===== config.mk =====
export PLATFORM = sky130hd
export DESIGN_NAME = star_scheduler
export DESIGN_NICKNAME = d
export VERILOG_FILES = /design/src/rtl/star_scheduler.sv
export SDC_FILE = /design/constraint.sdc
export NUM_CORES = 1
export LEC_CHECK = 0
export BUFFER_PORTS_ARGS = -buffer_cell sky130_fd_sc_hd__buf_2
export CORE_UTILIZATION = 57
export DETAILED_ROUTE_END_ITERATION = 16
export GPL_TIMING_DRIVEN = 0
export PLACE_DENSITY_LB_ADDON = 0.2
export SETUP_SLACK_MARGIN = 0.1
export SYNTH_ARGS = -nofsm -noshare
export SYNTH_HDL_FRONTEND = slang
export SYNTH_SLANG_ARGS = --single-unit
export TNS_END_PERCENT = 50

===== constraint.sdc =====
create_clock -name i_clk -period 4.67 [get_ports i_clk]
set_input_delay 0.467 -clock i_clk [delete_from_list [all_inputs] [get_ports i_clk]]
set_output_delay 0.467 -clock i_clk [all_outputs]
set_load 0.03 [all_outputs]

===== src/rtl/star_scheduler.sv =====
// Falling-star slot scheduler: once per video frame moves every star down, checks
// each slot against the TA box with one shared comparator, spawns, then reports hits.
module star_scheduler #(
  parameter int         N_STARS      = 4,
  parameter int         STAR_W       = 20,
  parameter int         STAR_H       = 20,
  parameter int         SCREEN_W     = 640,
  parameter int         SCREEN_H     = 480,
  parameter int         FALL_SPEED   = 2,
  parameter int         SPAWN_PERIOD = 30,
  parameter logic [9:0] LFSR_SEED    = 10'h2A5
) (
  input  logic                    i_clk,
  input  logic                    i_rst_n,
  input  logic                    i_frame_tick,
  input  logic                    i_enable,
  input  logic [9:0]              i_ta_h,
  input  logic [9:0]              i_ta_v,
  input  logic [9:0]              i_ta_width,
  input  logic [9:0]              i_ta_height,
  output logic [10*N_STARS-1:0]   o_star_h_flat,
  output logic [10*N_STARS-1:0]   o_star_v_flat,
  output logic [N_STARS-1:0]      o_star_valid,
  output logic                    o_star_hit,
  output logic [7:0]              o_hit_count,
  output logic                    o_busy
);

  localparam int               IDX_W       = (N_STARS > 1) ? $clog2(N_STARS) : 1;
  localparam int               TMR_W       = $clog2(SPAWN_PERIOD) + 1;
  localparam logic [IDX_W-1:0] IDX_LAST    = IDX_W'(N_STARS - 1);
  localparam logic [TMR_W-1:0] TMR_LAST    = TMR_W'(SPAWN_PERIOD - 1);
  localparam logic [10:0]      SCREEN_H_L  = 11'(SCREEN_H);
  localparam logic [10:0]      FALL_L      = 11'(FALL_SPEED);
  localparam logic [10:0]      STAR_W_L    = 11'(STAR_W);
  localparam logic [10:0]      STAR_H_L    = 11'(STAR_H);
  localparam logic [9:0]       SPAWN_RANGE = 10'(SCREEN_W - STAR_W);

  typedef enum logic [2:0] {
    ST_IDLE  = 3'd0,
    ST_MOVE  = 3'd1,
    ST_CHECK = 3'd2,
    ST_SPAWN = 3'd3,
    ST_DONE  = 3'd4
  } state_t;

  state_t               r_state;
  state_t               w_state_next;
  logic [9:0]           r_h [N_STARS];
  logic [9:0]           r_v [N_STARS];
  logic [N_STARS-1:0]   r_valid;
  logic [IDX_W-1:0]     r_slot;
  logic [TMR_W-1:0]     r_timer;
  logic [9:0]           r_lfsr;
  logic                 r_frame_hit;
  logic                 r_star_hit;
  logic [7:0]           r_hit_count;
  logic                 r_busy;

  logic [10:0]          w_v_moved [N_STARS];
  logic [9:0]           w_cur_h;
  logic [9:0]           w_cur_v;
  logic                 w_hit;
  logic [9:0]           w_lfsr_next;
  logic [9:0]           w_spawn_h;
  logic [IDX_W-1:0]     w_free_idx;
  logic                 w_any_free;
  logic                 w_timer_due;
  logic                 w_do_spawn;

  // Fibonacci LFSR for x^10 + x^7 + 1; a non-zero state never reaches zero.
  function automatic logic [9:0] lfsr_step(input logic [9:0] s);
    lfsr_step = {s[8:0], s[9] ^ s[6]};
  endfunction

  function automatic logic [IDX_W-1:0] lowest_free(input logic [N_STARS-1:0] v);
    lowest_free = '0;
    for (int i = N_STARS - 1; i >= 0; i--) begin
      if (!v[i]) begin
        lowest_free = IDX_W'(i);
      end
    end
  endfunction

  function automatic logic [7:0] sat_inc(input logic [7:0] c);
    sat_inc = (c == 8'hFF) ? 8'hFF : c + 8'd1;
  endfunction

  // Frame sequencer state register.
  always_ff @(posedge i_clk or negedge i_rst_n) begin
    if (!i_rst_n) begin
      r_state <= ST_IDLE;
    end else begin
      r_state <= w_state_next;
    end
  end

  // Next-state logic; enable only matters when a frame is about to start.
  always_comb begin
    w_state_next = r_state;
    case (r_state)
      ST_IDLE: begin
        if (i_frame_tick && i_enable) begin
          w_state_next = ST_MOVE;
        end else begin
          w_state_next = ST_IDLE;
        end
      end
      ST_MOVE:  w_state_next = ST_CHECK;
      ST_CHECK: begin
        if (r_slot == IDX_LAST) begin
          w_state_next = ST_SPAWN;
        end else begin
          w_state_next = ST_CHECK;
        end
      end
      ST_SPAWN: w_state_next = ST_DONE;
      ST_DONE:  w_state_next = ST_IDLE;
      default:  w_state_next = ST_IDLE;
    endcase
  end

  // Candidate fall positions, one bit wider so the bottom edge can be detected.
  always_comb begin
    for (int i = 0; i < N_STARS; i++) begin
      w_v_moved[i] = {1'b0, r_v[i]} + FALL_L;
    end
  end

  // Shared overlap comparator for the slot selected this CHECK cycle.
  always_comb begin
    w_cur_h = r_h[r_slot];
    w_cur_v = r_v[r_slot];
    w_hit   = r_valid[r_slot]
            && ({1'b0, i_ta_h} < ({1'b0, w_cur_h} + STAR_W_L))
            && (({1'b0, i_ta_h} + {1'b0, i_ta_width}) > {1'b0, w_cur_h})
            && ({1'b0, i_ta_v} < ({1'b0, w_cur_v} + STAR_H_L))
            && (({1'b0, i_ta_v} + {1'b0, i_ta_height}) > {1'b0, w_cur_v});
  end

  // Spawn decision and horizontal position folded into the visible range.
  always_comb begin
    w_lfsr_next = lfsr_step(r_lfsr);
    w_free_idx  = lowest_free(r_valid);
    w_any_free  = ~&r_valid;
    w_timer_due = (r_timer >= TMR_LAST);
    w_do_spawn  = (r_state == ST_SPAWN) && w_timer_due && w_any_free;
    if (w_lfsr_next < SPAWN_RANGE) begin
      w_spawn_h = w_lfsr_next;
    end else begin
      w_spawn_h = w_lfsr_next - SPAWN_RANGE;
    end
  end

  // Slot storage: fall/retire in MOVE, clear on hit in CHECK, fill in SPAWN.
  always_ff @(posedge i_clk or negedge i_rst_n) begin
    if (!i_rst_n) begin
      r_valid <= '0;
      for (int i = 0; i < N_STARS; i++) begin
        r_h[i] <= 10'd0;
        r_v[i] <= 10'd0;
      end
    end else begin
      case (r_state)
        ST_MOVE: begin
          for (int i = 0; i < N_STARS; i++) begin
            if (r_valid[i]) begin
              if (w_v_moved[i] >= SCREEN_H_L) begin
                r_valid[i] <= 1'b0;
              end else begin
                r_v[i] <= w_v_moved[i][9:0];
              end
            end
          end
        end
        ST_CHECK: begin
          if (w_hit) begin
            r_valid[r_slot] <= 1'b0;
          end
        end
        ST_SPAWN: begin
          if (w_do_spawn) begin
            r_valid[w_free_idx] <= 1'b1;
            r_h[w_free_idx]     <= w_spawn_h;
            r_v[w_free_idx]     <= 10'd0;
          end
        end
        default: begin
        end
      endcase
    end
  end

  // Comparator slot pointer walks 0..N_STARS-1 during CHECK.
  always_ff @(posedge i_clk or negedge i_rst_n) begin
    if (!i_rst_n) begin
      r_slot <= '0;
    end else if (r_state == ST_CHECK) begin
      r_slot <= (r_slot == IDX_LAST) ? '0 : r_slot + IDX_W'(1);
    end else begin
      r_slot <= '0;
    end
  end

  // Per-frame hit flag, reported as a single-cycle pulse during DONE.
  always_ff @(posedge i_clk or negedge i_rst_n) begin
    if (!i_rst_n) begin
      r_frame_hit <= 1'b0;
      r_star_hit  <= 1'b0;
    end else begin
      r_star_hit <= (r_state == ST_SPAWN) ? r_frame_hit : 1'b0;
      if (r_state == ST_CHECK && w_hit) begin
        r_frame_hit <= 1'b1;
      end else if (r_state == ST_DONE) begin
        r_frame_hit <= 1'b0;
      end
    end
  end

  // Saturating running total of hits.
  always_ff @(posedge i_clk or negedge i_rst_n) begin
    if (!i_rst_n) begin
      r_hit_count <= 8'd0;
    end else if (r_state == ST_CHECK && w_hit) begin
      r_hit_count <= sat_inc(r_hit_count);
    end
  end

  // Spawn timer holds at its last value while all slots are full.
  always_ff @(posedge i_clk or negedge i_rst_n) begin
    if (!i_rst_n) begin
      r_timer <= '0;
    end else if (r_state == ST_SPAWN) begin
      if (w_timer_due) begin
        r_timer <= w_any_free ? '0 : TMR_LAST;
      end else begin
        r_timer <= r_timer + TMR_W'(1);
      end
    end
  end

  // Random source advances once per frame, whether or not a star spawns.
  always_ff @(posedge i_clk or negedge i_rst_n) begin
    if (!i_rst_n) begin
      r_lfsr <= LFSR_SEED;
    end else if (r_state == ST_SPAWN) begin
      r_lfsr <= w_lfsr_next;
    end
  end

  // Busy is registered from the next state so it aligns with MOVE..DONE.
  always_ff @(posedge i_clk or negedge i_rst_n) begin
    if (!i_rst_n) begin
      r_busy <= 1'b0;
    end else begin
      r_busy <= (w_state_next != ST_IDLE);
    end
  end

  for (genvar g = 0; g < N_STARS; g++) begin : g_flat
    assign o_star_h_flat[10*g +: 10] = r_h[g];
    assign o_star_v_flat[10*g +: 10] = r_v[g];
  end

  assign o_star_valid = r_valid;
  assign o_star_hit   = r_star_hit;
  assign o_hit_count  = r_hit_count;
  assign o_busy       = r_busy;

endmodule


==> results of run 1 <==
[worst min-delay path: cells and delay by family]
kind,cells,cell delay [ns]
buffers and inverters,1,0.10
and+or+nand+nor,1,0.09
AOI/OAI and AO/OA,1,0.12
[metrics by stage]
step | cells | setup WS (ns) | area [µm²] | hold WS (ns)
after floorplan | 860 | 0.714 | 8030 | 0.171
after CTS | 1211 | 0.266 | 9600 | 0.411
after global placement | 1177 | 0.114 | 8940 | 0.453
after global routing | 1211 | 0.0853 | 9610 | 0.479
final | 1211 | 0.354 | 9610 | 0.410
after detailed placement | 1178 | 0.0929 | 8980 | 0.397
[cells by family (layout without fill, tap and decap cells)]
group	count (synthesis)	count (layout)
flops	116	116
mux	43	43
compound gates	214	214
xor+xnor	40	40
simple gates	293	293
fa+ha+maj	75	75
buf+inv	79	250
[state kept, by name, summed over array words and instances (netlist names), 2 cells and up]
register       cells
r_timer            6
r_lfsr            10
o_star_h_flat     40
o_star_valid       4
o_star_v_flat     40
r_slot             2
r_state            3
o_hit_count        8
[placed cells by master, fill, tap and decap left out, types with 6 or more instances in the layout]
master | synthesis | routed
nor3_1 | 18 | 18
nor2_1 | 72 | 72
and2_1 | 7 | 7
a21oi_1 | 63 | 63
a31oi_1 | 11 | 11
mux4_2 | 11 | 11
clkbuf_1 | 22 | 25
nand4_1 | 10 | 10
a211oi_1 | 10 | 10
mux2_2 | 10 | 10
dfrtp_1 | 111 | 111
xor2_1 | 8 | 8
o211ai_1 | 6 | 6
mux4_1 | 10 | 10
a21o_1 | 12 | 12
nor2b_1 | 12 | 12
ha_1 | 73 | 73
clkbuf_16 | 0 | 17
xnor2_1 | 32 | 32
mux2i_1 | 7 | 7
o31ai_1 | 10 | 10
buf_2 | 3 | 139
o21ai_0 | 56 | 56
nand3_1 | 41 | 41
nand2_1 | 89 | 89
inv_1 | 46 | 46
and3_1 | 17 | 17
o21bai_1 | 6 | 6
[timing repair]
item                                    4_1_cts  5_1_grt
hold buffers                                  1        0
hold endpoints to repair                     37        0
resized for setup                             0        1
setup buffers                                 0        0
endpoints found under the setup margin        0        2
[report_power, final]
| group | switching [mW] | internal (mW) |
|---|---|---|
| sequential | 0.193 | 1.14 |
| combinational | 0.815 | 0.516 |
| clock | 0.455 | 0.893 |
[how the worst max path moves through the flow]
stage	from	to	depth (start not counted)
2_1_floorplan	i_ta_h[0]	o_star_valid[1]	16
3_3_place_gp	i_ta_h[0]	o_hit_count[0]	17
3_5_place_dp	i_ta_h[0]	o_hit_count[0]	17
4_1_cts	r_slot[0]	o_hit_count[0]	14
5_1_grt	r_slot[0]	o_star_valid[1]	15
6_report	r_slot[1]	o_star_valid[1]	13
[area by class of cell]
class	count	share of cell area, %
Multi-Input combinational cell	665	49.9
Sequential cell	116	30.3
Timing Repair Buffer	139	7.59
Clock buffer	24	5.12
Tap cell	180	2.34
Inverter	49	1.91
Buffer	30	1.61
Clock inverter	8	1.29
[layer usage]
metal / GRT usage (%) / wire length (µm) / up-vias
met5: 0 / 0 / -
met4: 9.95 / 437 / 0
met3: 6.60 / 1300 / 38
met2: 48.4 / 9970 / 255
met1: 40.2 / 9240 / 3508
li1: - / - / 3460
==> metrics.txt, run 1 <==
# TYPE chip_impl_metric gauge
chip_impl_metric{name="post_synth_and_or_nand_nor_area_fraction",unit="%"} 17.2
chip_impl_metric{name="adder_cell_fraction_of_synth_area",unit="%"} 11.9
chip_impl_info{name="cts_tree",value="done"} 1
chip_impl_metric{name="data_arrival_at_the_endpoint_of_the_critical_path",unit="ns"} 4.62
chip_impl_metric{name="synth-xor-area-share",unit="%"} 4.36
chip_impl_metric{name="remaining_drc_errors",unit=""} 0
chip_impl_info{name="run_status",value="completed"} 1
chip_impl_metric{name="clk_transition_reported_paths",unit="ns"} 0.05
chip_impl_metric{name="post_synth_inst_count",unit=""} 860
chip_impl_metric{name="floorplan.die.width",unit="µm"} 121
chip_impl_metric{name="clock_path_buffers",unit=""} 2
chip_impl_metric{name="detailedRoute.firstIterationViolations",unit=""} 580
chip_impl_info{name="worst_hold_endpoint",value="o_busy"} 1
chip_impl_metric{name="syn-num-nets",unit=""} 979
chip_impl_metric{name="async_reset_ff_share",unit="%"} 100
chip_impl_metric{name="timing.critical_path.fanout_max",unit=""} 10
chip_impl_metric{name="antenna_found_initial",unit=""} 0
chip_impl_metric{name="first_global_vias",unit=""} 6724
chip_impl_metric{name="grt-ovfl-total",unit=""} 0
chip_impl_info{name="worstPathCellList",value="buf_6 -> buf_12 -> mux4_1 -> ha_1 -> o2111ai_1 -> xnor2_1 -> ha_1 -> a21o_1 -> a211oi_1 -> a31oi_1 -> a211o_2 -> o21ai_2 -> mux2_1"} 1
chip_impl_metric{name="grt_max_degree",unit=""} 80
chip_impl_info{name="worstSetupStartpointType",value="register"} 1
chip_impl_info{name="rsz0062_at_grt",value="true"} 1
chip_impl_info{name="path_common_cell",value="ha_1"} 1
chip_impl_metric{name="cts_buffers",unit=""} 17
chip_impl_metric{name="vdd_drop_max",unit="µV"} 295
chip_impl_info{name="synth_top_cell_by_area",value="dfrtp_1"} 1
chip_impl_info{name="worstReg2RegEnd",value="o_star_valid[1]"} 1
chip_impl_metric{name="num_antenna_cells",unit=""} 0
chip_impl_metric{name="io_buffers",unit=""} 137
chip_impl_metric{name="proportion_of_synthesized_chip_area_in_sequential_cells",unit="%"} 36.2
chip_impl_metric{name="synthToLayoutAreaGrowth",unit="%"} 19.6
chip_impl_info{name="cp_top_family",value="compound AO/OA/AOI/OAI gates"} 1
chip_impl_metric{name="core",unit="mm²"} 0.0138
chip_impl_info{name="worstSetupEndpointType",value="register"} 1
chip_impl_info{name="synthFlopType",value="dfrtp_1"} 1
chip_impl_metric{name="drt-total-wl",unit="µm"} 20900
chip_impl_metric{name="grt_util_all_layers",unit="%"} 30.0
chip_impl_metric{name="clk-insertion-delay-late",unit="ns"} 0.42
chip_impl_metric{name="max-slew-margin-rel",unit="%"} 41.9
chip_impl_info{name="synth_top_family_by_area",value="simple AND/OR/NAND/NOR gates"} 1
chip_impl_metric{name="sequential_cell_area",unit="mm²"} 0.00291
chip_impl_metric{name="critical_path.max_stage_delay",unit="ns"} 0.64
chip_impl_metric{name="gp_congestion",unit=""} 0.903
chip_impl_metric{name="hold-path-cell-count",unit=""} 3
chip_impl_metric{name="maxSlewViolCount",unit=""} 0
chip_impl_metric{name="tns",unit="ns"} 0
chip_impl_info{name="critPathKind",value="register to register"} 1
chip_impl_metric{name="final_nets",unit=""} 1137
chip_impl_metric{name="number_of_enable_flip_flop_cells_after_synthesis",unit=""} 0
chip_impl_metric{name="synth.avg_cell_area",unit="µm²"} 9.34
chip_impl_metric{name="synth_top_cell_area_share",unit="%"} 34.6
chip_impl_metric{name="crit_buf_inv",unit=""} 2
chip_impl_metric{name="fillCellCount",unit=""} 1076
chip_impl_metric{name="floorplan.die_area",unit="mm²"} 0.0146
chip_impl_metric{name="drv_cap",unit=""} 0
chip_impl_metric{name="final_layout_size_suffix_gt1_share",unit="%"} 21.0
chip_impl_info{name="library_cell_with_the_highest_instance_count_after_synthesis",value="dfrtp_1"} 1
chip_impl_info{name="cts-root-buf",value="clkbuf_16"} 1
chip_impl_metric{name="rr_worst_depth",unit=""} 13
chip_impl_metric{name="setup_viol_count_final",unit=""} 0
chip_impl_metric{name="post-dp-hpwl",unit="µm"} 15600
chip_impl_metric{name="post_synth_instance_area",unit="mm²"} 0.00803
chip_impl_metric{name="p_leak",unit="nW"} 4.64
chip_impl_metric{name="cts_max_level",unit=""} 4
chip_impl_metric{name="pin_count",unit=""} 138
chip_impl_info{name="holdCritPathClass",value="primary input to register"} 1
chip_impl_metric{name="clock_skew",unit="ns"} 0.00801
chip_impl_info{name="worst_path_slowest_cell",value="mux4_1"} 1
chip_impl_metric{name="required",unit="ns"} 4.97
chip_impl_info{name="rr_startpoint",value="r_slot[1]"} 1
chip_impl_metric{name="wire_length_of_the_first_global_routing_pass",unit="µm"} 33500
chip_impl_metric{name="power_density",unit="mW/mm²"} 418
chip_impl_metric{name="timing_hold_violations_final",unit=""} 0
chip_impl_metric{name="viasPerCell",unit=""} 6.00
chip_impl_info{name="timing.hold.worst.start",value="i_enable"} 1
chip_impl_metric{name="ff2ff_setup_slack",unit="ns"} 0.35
chip_impl_metric{name="final.min_clock_period",unit="ns"} 4.32
chip_impl_info{name="ys_top_cells_by_count",value="111 x dfrtp_1, 89 x nand2_1, 73 x ha_1"} 1
chip_impl_metric{name="max_freq",unit="MHz"} 232
chip_impl_metric{name="detailedRoute.firstPassIterationCount",unit=""} 5
chip_impl_metric{name="fp.dieH",unit="µm"} 121
chip_impl_metric{name="avgRoutedWirePerCell",unit="µm"} 17.3
chip_impl_metric{name="synth.lib_cells_used.distinct",unit=""} 66
chip_impl_metric{name="final_min_period_over_clock_period",unit="%"} 92.4
chip_impl_metric{name="synth_compound_area_share",unit="%"} 16.8
chip_impl_metric{name="synthMuxAreaShare",unit="%"} 9.33
chip_impl_metric{name="postSynthRegisterBits",unit=""} 116
chip_impl_metric{name="tightestPinTransition",unit="ns"} 0.865
chip_impl_metric{name="post_drt_antenna_nets",unit=""} 0
chip_impl_metric{name="overall_via_count_from_detail_route",unit=""} 7261
chip_impl_metric{name="multiInputGateArea",unit="mm²"} 0.00479
chip_impl_metric{name="post-route-util",unit="%"} 69.5
chip_impl_metric{name="total_power",unit="mW"} 4.01
chip_impl_info{name="synth_area_leaders",value="dfrtp_1 35%, ha_1 11%, nand2_1 4.2%"} 1
chip_impl_metric{name="num_rows",unit=""} 43
chip_impl_metric{name="clock-sinks",unit=""} 116
chip_impl_metric{name="ys_warn_count",unit=""} 0
chip_impl_metric{name="initial_utilization",unit="%"} 58.1
(Power assumes the default switching activity.)
==> inputs of run 2 (changes only) <==
CORE_UTILIZATION = 59   (was 57)
CTS_BUF_LIST = sky130_fd_sc_hd__clkbuf_2   (was not set)
==> metrics.txt, run 2 (synthesis results as in run 1) <==
# TYPE chip_impl_metric gauge
chip_impl_info{name="run_status",value="completed"} 1
chip_impl_info{name="critPathKind",value="register to register"} 1
chip_impl_info{name="worstSetupEndpointType",value="register"} 1
chip_impl_metric{name="fp.dieH",unit="µm"} 119
chip_impl_info{name="layout.cells.most_common_list",value="139 x buf_2, 111 x dfrtp_1, 89 x nand2_1"} 1
chip_impl_metric{name="final_nets",unit=""} 1137
chip_impl_info{name="worstSetupStartpointType",value="register"} 1
chip_impl_metric{name="timing_hold_violations_final",unit=""} 0
chip_impl_metric{name="postLayoutSetupSlackWorst",unit="ns"} 0.350
chip_impl_metric{name="antenna_found_initial",unit=""} 1
chip_impl_metric{name="setup_viol_count_final",unit=""} 0
chip_impl_metric{name="detailroute.wirelength.met2",unit="µm"} 9650
chip_impl_metric{name="floorplan.die_area",unit="mm²"} 0.0141
chip_impl_info{name="cts-root-buf",value="clkbuf_2"} 1
chip_impl_metric{name="max-slew-margin-rel",unit="%"} 30.1
chip_impl_metric{name="pin_count",unit=""} 138
chip_impl_metric{name="viasPerCell",unit=""} 6.02
chip_impl_metric{name="crit_buf_inv",unit=""} 2
chip_impl_metric{name="wl_met3",unit="µm"} 1550
chip_impl_metric{name="tightestPinTransition",unit="ns"} 1.04
chip_impl_metric{name="timing.critical_path.fanout_max",unit=""} 10
chip_impl_metric{name="wire_length_of_the_first_global_routing_pass",unit="µm"} 33800
chip_impl_metric{name="critical_path.max_stage_delay",unit="ns"} 0.67
chip_impl_info{name="worstPathCellList",value="buf_6 -> buf_12 -> mux4_1 -> ha_1 -> o2111ai_1 -> xnor2_1 -> ha_1 -> a21o_1 -> a211oi_1 -> a31oi_1 -> a211o_2 -> o21ai_2 -> mux2_1"} 1
chip_impl_metric{name="tns",unit="ns"} 0
chip_impl_metric{name="final_min_period_over_clock_period",unit="%"} 92.5
chip_impl_metric{name="drt-total-wl",unit="µm"} 20800
chip_impl_metric{name="clock_path_buffers",unit=""} 2
chip_impl_metric{name="io_buffers",unit=""} 137
chip_impl_info{name="path_common_cell",value="ha_1"} 1
chip_impl_metric{name="power_density",unit="mW/mm²"} 355
chip_impl_metric{name="initial_utilization",unit="%"} 60.7
chip_impl_metric{name="routedLengthMet1",unit="µm"} 9050
chip_impl_metric{name="grt-ovfl-total",unit=""} 0
chip_impl_metric{name="overall_via_count_from_detail_route",unit=""} 7268
chip_impl_metric{name="clk_transition_reported_paths",unit="ns"} 0.18
chip_impl_metric{name="post-dp-hpwl",unit="µm"} 15600
chip_impl_metric{name="cts_buffers",unit=""} 17
chip_impl_metric{name="num_rows",unit=""} 42
chip_impl_info{name="worst_path_slowest_cell",value="mux4_1"} 1
chip_impl_metric{name="grt_max_degree",unit=""} 79
chip_impl_metric{name="core",unit="mm²"} 0.0132
chip_impl_metric{name="required",unit="ns"} 5.29
chip_impl_metric{name="fin_cells",unit=""} 1208
chip_impl_info{name="holdCritPathClass",value="primary input to register"} 1
chip_impl_metric{name="maxSlewViolCount",unit=""} 0
chip_impl_metric{name="final.min_clock_period",unit="ns"} 4.32
chip_impl_metric{name="dp_cells",unit=""} 1174
chip_impl_metric{name="detailedRoute.firstIterationViolations",unit=""} 627
chip_impl_metric{name="rr_worst_depth",unit=""} 13
chip_impl_metric{name="whs",unit="ns"} 0.0644
chip_impl_metric{name="post_drt_antenna_nets",unit=""} 0
chip_impl_info{name="mostFrequentLayoutCell",value="buf_2"} 1
chip_impl_metric{name="clk-insertion-delay-late",unit="ns"} 0.72
chip_impl_metric{name="avgRoutedWirePerCell",unit="µm"} 17.2
chip_impl_metric{name="post_cts.repair.setup_buffers",unit=""} 0
chip_impl_metric{name="clock_skew",unit="ns"} 0.0283
chip_impl_metric{name="floorplan.die.width",unit="µm"} 119
chip_impl_info{name="cp_top_family",value="compound AO/OA/AOI/OAI gates"} 1
chip_impl_info{name="top_layer_used",value="met4"} 1
chip_impl_metric{name="vdd_drop_max",unit="µV"} 328
chip_impl_metric{name="detailedRoute.firstPassIterationCount",unit=""} 6
chip_impl_metric{name="synthToLayoutAreaGrowth",unit="%"} 14.5
chip_impl_metric{name="clock-sinks",unit=""} 116
chip_impl_metric{name="sequential_cell_area",unit="mm²"} 0.00291
chip_impl_metric{name="critical_path_cell_count",unit=""} 13
chip_impl_metric{name="max_freq",unit="MHz"} 232
chip_impl_metric{name="gp_congestion",unit=""} 0.901
chip_impl_info{name="cts_tree",value="done"} 1
chip_impl_metric{name="remaining_drc_errors",unit=""} 0
chip_impl_metric{name="cts_max_level",unit=""} 4
chip_impl_info{name="rsz0062_at_grt",value="true"} 1
chip_impl_metric{name="first_global_vias",unit=""} 6772
chip_impl_metric{name="data_arrival_at_the_endpoint_of_the_critical_path",unit="ns"} 4.94
chip_impl_metric{name="final_layout_size_suffix_gt1_share",unit="%"} 21.1
chip_impl_metric{name="p_leak",unit="nW"} 4.47
chip_impl_metric{name="grt_util_all_layers",unit="%"} 30.7
chip_impl_metric{name="hold-path-cell-count",unit=""} 3
chip_impl_metric{name="fillCellCount",unit=""} 1102
chip_impl_metric{name="multiInputGateArea",unit="mm²"} 0.00479
chip_impl_metric{name="drv_cap",unit=""} 0
chip_impl_metric{name="placement.setup.worst_slack",unit="ns"} 0.0536
==> run 2: changes by cell type in the layout (fill, tap and decap cells not counted), sizes merged <==
cell	previous run	this run
clkbuf	46	40
clkinv	3	7
clkinvlp	2	5
bufinv	3	1
diode	0	1
inv	49	50
==> run 2: power breakdown <==
| group | switching [mW] | total [mW] | internal, mW | leakage [nW] |
|---|---|---|---|---|
| sequential | 0.197 | 1.34 | 1.14 | 1.56 |
| clock | 0.410 | 0.598 | 0.188 | 0.119 |
| combinational | 0.813 | 1.33 | 0.514 | 2.79 |
==> run 2: metrics by stage <==
| step | power [mW] | util (%) | cell area (µm²) |
|---|---|---|---|
| 4_1_cts | 3.25 | 69.4 | 9190 |
| 6_report | 3.26 | 69.4 | 9200 |
| 3_5_place_dp | 2.66 | 67.8 | 8970 |
| 3_3_place_gp | 2.63 | 67.5 | 8940 |
| 2_1_floorplan | 2.26 | - | 8030 |
| 5_1_grt | 3.48 | 69.4 | 9200 |
==> run 2: final timing paths <==
kind | start | slack (ns) | end
max | r_slot[1] | 0.35 | o_star_valid[1]
min | i_enable | 0.06 | o_busy
max reg2reg | r_slot[1] | 0.35 | o_star_valid[1]
min reg2reg | r_lfsr[9] | 0.49 | r_lfsr[9]
max in group asynchronous | i_rst_n | 3.74 | r_lfsr[5]
min in group asynchronous | i_rst_n | 0.20 | o_star_h_flat[6]
==> run 2: timing repair <==
item / CTS / global route
endpoints found under the hold margin: 38 / 0
hold buffers: 1 / 0
setup endpoints to repair: 0 / 2
resized for setup: 0 / 1
==> run 2: worst min-delay path, delay by kind of cell <==
| kind | cells | cell delay, ns |
|---|---|---|
| buffers and inverters | 1 | 0.09 |
| and+or+nand+nor | 1 | 0.08 |
| AOI/OAI and AO/OA | 1 | 0.10 |
==> run 2: per-layer routing <==
metal | GRT usage, % | vias to the layer above
met4 | 11.3 | 0
met5 | 0 | -
met2 | 48.1 | 300
li1 | - | 3458
met1 | 41.5 | 3456
met3 | 7.19 | 54
==> run 2: final cells by class <==
| cell class | instances | area share [%] |
|---|---|---|
| multi-input cells | 665 | 52.1 |
| inverters | 49 | 2.00 |
| well taps | 176 | 2.39 |
| repair buffers | 139 | 7.93 |
| flip-flops and latches | 116 | 31.6 |
| diodes | 1 | 0.0272 |
| plain buffers | 30 | 1.69 |
| clock buffers | 18 | 0.980 |
| clock inverters | 14 | 1.24 |
==> inputs of run 3 (changes only) <==
ABC_AREA = 1   (was not set)
CORE_UTILIZATION = 60   (was 59)
==> metrics.txt, run 3 <==
# TYPE chip_impl_metric gauge
chip_impl_metric{name="num_rows",unit=""} 43
chip_impl_metric{name="power_density",unit="mW/mm²"} 406
chip_impl_metric{name="max-slew-margin-rel",unit="%"} 60.8
chip_impl_metric{name="clock_path_buffers",unit=""} 2
chip_impl_metric{name="timing_hold_violations_final",unit=""} 0
chip_impl_metric{name="floorplan.die.width",unit="µm"} 122
chip_impl_info{name="top_layer_used",value="met4"} 1
chip_impl_metric{name="tns",unit="ns"} 0
chip_impl_metric{name="clock-sinks",unit=""} 116
chip_impl_metric{name="fp.dieH",unit="µm"} 122
chip_impl_metric{name="detailedRoute.firstPassIterationCount",unit=""} 6
chip_impl_metric{name="cts_hold_buf",unit=""} 1
chip_impl_metric{name="routedLengthMet1",unit="µm"} 10400
chip_impl_metric{name="drv_cap",unit=""} 0
chip_impl_info{name="worstPathCellList",value="buf_6 -> inv_8 -> buf_6 -> buf_6 -> nand2_1 -> a32oi_1 -> ha_1 -> inv_1 -> nand2_2 -> nand2_2 -> xnor2_1 -> ha_1 -> a21oi_1 -> o31a_1 -> nand2_1 -> nand2_1 -> nand2_1 -> nor2_2 -> nand2_2 -> buf_6 -> nand3_1 -> nand2_1"} 1
chip_impl_metric{name="overall_via_count_from_detail_route",unit=""} 8482
chip_impl_info{name="layout.cells.most_common_list",value="326 x nand2_1, 141 x buf_2, 112 x inv_1"} 1
chip_impl_metric{name="final_nets",unit=""} 1446
chip_impl_metric{name="post-dp-hpwl",unit="µm"} 18400
chip_impl_metric{name="fillCellCount",unit=""} 1211
chip_impl_metric{name="tightestPinTransition",unit="ns"} 0.589
chip_impl_metric{name="placement.setup.worst_slack",unit="ns"} 1.07
chip_impl_metric{name="first_global_vias",unit=""} 7776
chip_impl_metric{name="synth.lib_cells_used.distinct",unit=""} 50
chip_impl_metric{name="p_leak",unit="nW"} 4.99
chip_impl_metric{name="core",unit="mm²"} 0.0140
chip_impl_metric{name="wl_met3",unit="µm"} 1850
chip_impl_info{name="ys_top_cells_by_count",value="326 x nand2_1, 112 x inv_1, 111 x dfrtp_1"} 1
chip_impl_info{name="critPathKind",value="register to register"} 1
chip_impl_info{name="run_status",value="completed"} 1
chip_impl_metric{name="clk_transition_reported_paths",unit="ns"} 0.18
chip_impl_metric{name="postSynthRegisterBits",unit=""} 116
chip_impl_metric{name="cts_buffers",unit=""} 17
chip_impl_metric{name="cts_resized",unit=""} 0
chip_impl_metric{name="cts_max_level",unit=""} 4
chip_impl_info{name="cts_tree",value="done"} 1
chip_impl_info{name="path_common_cell",value="nand2_1"} 1
chip_impl_metric{name="gp_congestion",unit=""} 0.963
chip_impl_metric{name="grt_max_degree",unit=""} 101
chip_impl_metric{name="grt_util_all_layers",unit="%"} 33.1
chip_impl_metric{name="initial_utilization",unit="%"} 62.2
chip_impl_metric{name="maxSlewViolCount",unit=""} 0
chip_impl_metric{name="post_synth_inst_count",unit=""} 1169
chip_impl_metric{name="remaining_drc_errors",unit=""} 0
chip_impl_metric{name="vdd_drop_max",unit="µV"} 372
chip_impl_metric{name="total_power",unit="mW"} 4.02
chip_impl_metric{name="post_synth_instance_area",unit="mm²"} 0.00870
chip_impl_metric{name="postLayoutSetupSlackWorst",unit="ns"} 1.05
chip_impl_metric{name="required",unit="ns"} 5.26
chip_impl_metric{name="clk-insertion-delay-late",unit="ns"} 0.70
chip_impl_metric{name="number_of_enable_flip_flop_cells_after_synthesis",unit=""} 0
chip_impl_metric{name="post_drt_antenna_nets",unit=""} 0
chip_impl_metric{name="io_buffers",unit=""} 137
chip_impl_metric{name="final_min_period_over_clock_period",unit="%"} 77.6
chip_impl_metric{name="wire_length_of_the_first_global_routing_pass",unit="µm"} 38000
chip_impl_metric{name="viasPerCell",unit=""} 5.58
chip_impl_info{name="worstSetupStartpointType",value="register"} 1
chip_impl_info{name="synth_top_cell_by_area",value="dfrtp_1"} 1
chip_impl_metric{name="clock_skew",unit="ns"} 0.0338
chip_impl_info{name="worstSetupEndpointType",value="register"} 1
chip_impl_info{name="cts-root-buf",value="clkbuf_2"} 1
chip_impl_metric{name="setup_viol_count_final",unit=""} 0
chip_impl_metric{name="async_reset_ff_share",unit="%"} 100
chip_impl_info{name="mostFrequentLayoutCell",value="nand2_1"} 1
chip_impl_metric{name="detailroute.wirelength.met2",unit="µm"} 10800
chip_impl_info{name="holdCritPathClass",value="primary input to register"} 1
chip_impl_metric{name="final.min_clock_period",unit="ns"} 3.62
chip_impl_metric{name="num_antenna_cells",unit=""} 0
chip_impl_metric{name="timing.critical_path.fanout_max",unit=""} 11
chip_impl_metric{name="crit_buf_inv",unit=""} 6
chip_impl_metric{name="post_cts.repair.setup_buffers",unit=""} 0
chip_impl_metric{name="synth.avg_cell_area",unit="µm²"} 7.44
chip_impl_metric{name="detailedRoute.firstIterationViolations",unit=""} 663
chip_impl_info{name="synth_area_leaders",value="dfrtp_1 32%, nand2_1 14%, ha_1 11%"} 1
chip_impl_info{name="synthFlopType",value="dfrtp_1"} 1
chip_impl_metric{name="floorplan.die_area",unit="mm²"} 0.0150
chip_impl_metric{name="synth_top_cell_area_share",unit="%"} 31.9
chip_impl_metric{name="grt-ovfl-total",unit=""} 0
chip_impl_metric{name="critical_path.max_stage_delay",unit="ns"} 0.48
chip_impl_metric{name="pin_count",unit=""} 138
chip_impl_metric{name="proportion_of_synthesized_chip_area_in_sequential_cells",unit="%"} 33.5
chip_impl_info{name="worst_path_slowest_cell",value="a32oi_1"} 1
chip_impl_info{name="rsz0062_at_grt",value="false"} 1
chip_impl_metric{name="ys_warn_count",unit=""} 0
chip_impl_metric{name="data_arrival_at_the_endpoint_of_the_critical_path",unit="ns"} 4.21
chip_impl_metric{name="synthToLayoutAreaGrowth",unit="%"} 13.9
chip_impl_metric{name="max_freq",unit="MHz"} 276
chip_impl_info{name="cp_top_family",value="buffers and inverters"} 1
chip_impl_metric{name="antenna_found_initial",unit=""} 0
chip_impl_metric{name="final_layout_size_suffix_gt1_share",unit="%"} 19.6
chip_impl_metric{name="avgRoutedWirePerCell",unit="µm"} 15.6
chip_impl_info{name="library_cell_with_the_highest_instance_count_after_synthesis",value="nand2_1"} 1
chip_impl_metric{name="drt-total-wl",unit="µm"} 23800
chip_impl_metric{name="syn-num-nets",unit=""} 1288
==> run 3: cell types whose count changed in the layout (fill, tap and decap cells not counted), sizes merged, moves of 14 or more <==
| cell | change |
|---|---|
| o21ai | +43 |
| nand2 | +265 |
| mux4 | -21 |
| nand3 | +52 |
| xnor2 | -14 |
| xor2 | +37 |
| mux2 | -15 |
| and3 | -17 |
| inv | +72 |
==> run 3: metrics by stage <==
stage / cells / utilization (%) / instance area (µm²) / hold WS (ns)
global placement: 1486 / 68.7 / 9610 / 0.465
global route: 1520 / 70.8 / 9910 / 0.0472
floorplan: 1169 / - / 8700 / 0.171
finish: 1520 / 70.8 / 9910 / 0.0572
CTS: 1520 / 70.8 / 9910 / 0.0112
detailed placement: 1487 / 68.9 / 9640 / 0.310
==> run 3: worst paths after layout <==
path,from,end,slack (ns),cells after the start
worst max-delay path,r_slot[0],o_star_valid[0],1.05,22
worst min-delay path,i_enable,r_state[0],0.06,3
worst max register to register,r_slot[0],o_star_valid[0],1.05,22
worst min register to register,r_lfsr[4],r_lfsr[5],0.49,2
max in group asynchronous,i_rst_n,r_lfsr[9],3.74,3
min in group asynchronous,i_rst_n,o_hit_count[3],0.14,2
==> run 3: per-layer routing <==
layer,GRT usage [%],up-vias
li1,-,4146
met1,43.9,3923
met2,53.0,353
met3,6.97,60
met4,12.0,0
met5,1.04,-
==> run 3: layout make-up <==
cell class,count,area (µm²),area share [%]
multi-input combinational,895,5060,51.1
sequential,116,2910,29.4
timing repair buffer,139,729,7.36
inverter,122,468,4.72
buffer,36,254,2.56
tap,180,225,2.27
clock inverter,13,161,1.63
clock buffer,19,95.1,0.960
==> run 3: cell families (layout without fill, tap and decap cells) <==
group	after synthesis	after routing	synth area share, %
mux	1	1	0.115
xor+xnor	63	63	6.35
buf+inv	158	329	8.30
simple gates	560	560	27.9
fa+ha+maj	75	75	11.0
compound gates	196	196	12.9
flops	116	116	33.5
==> run 3: worst reg2reg max path: cells and delay by family (launching register included) <==
kind	cells	cell delay [ns]
AOI/OAI and AO/OA	3	0.77
buffers and inverters	6	0.80
and+or+nand+nor	10	0.79
DFF	1	0.45
adders and majority gates	2	0.52
xor gates and xnor gates	1	0.19
==> run 3: report_power, final <==
part	internal, mW	switching, mW
Sequential	1.11	0.158
Clock	0.302	0.411
Combinational	0.730	1.31
Total	2.14	1.88
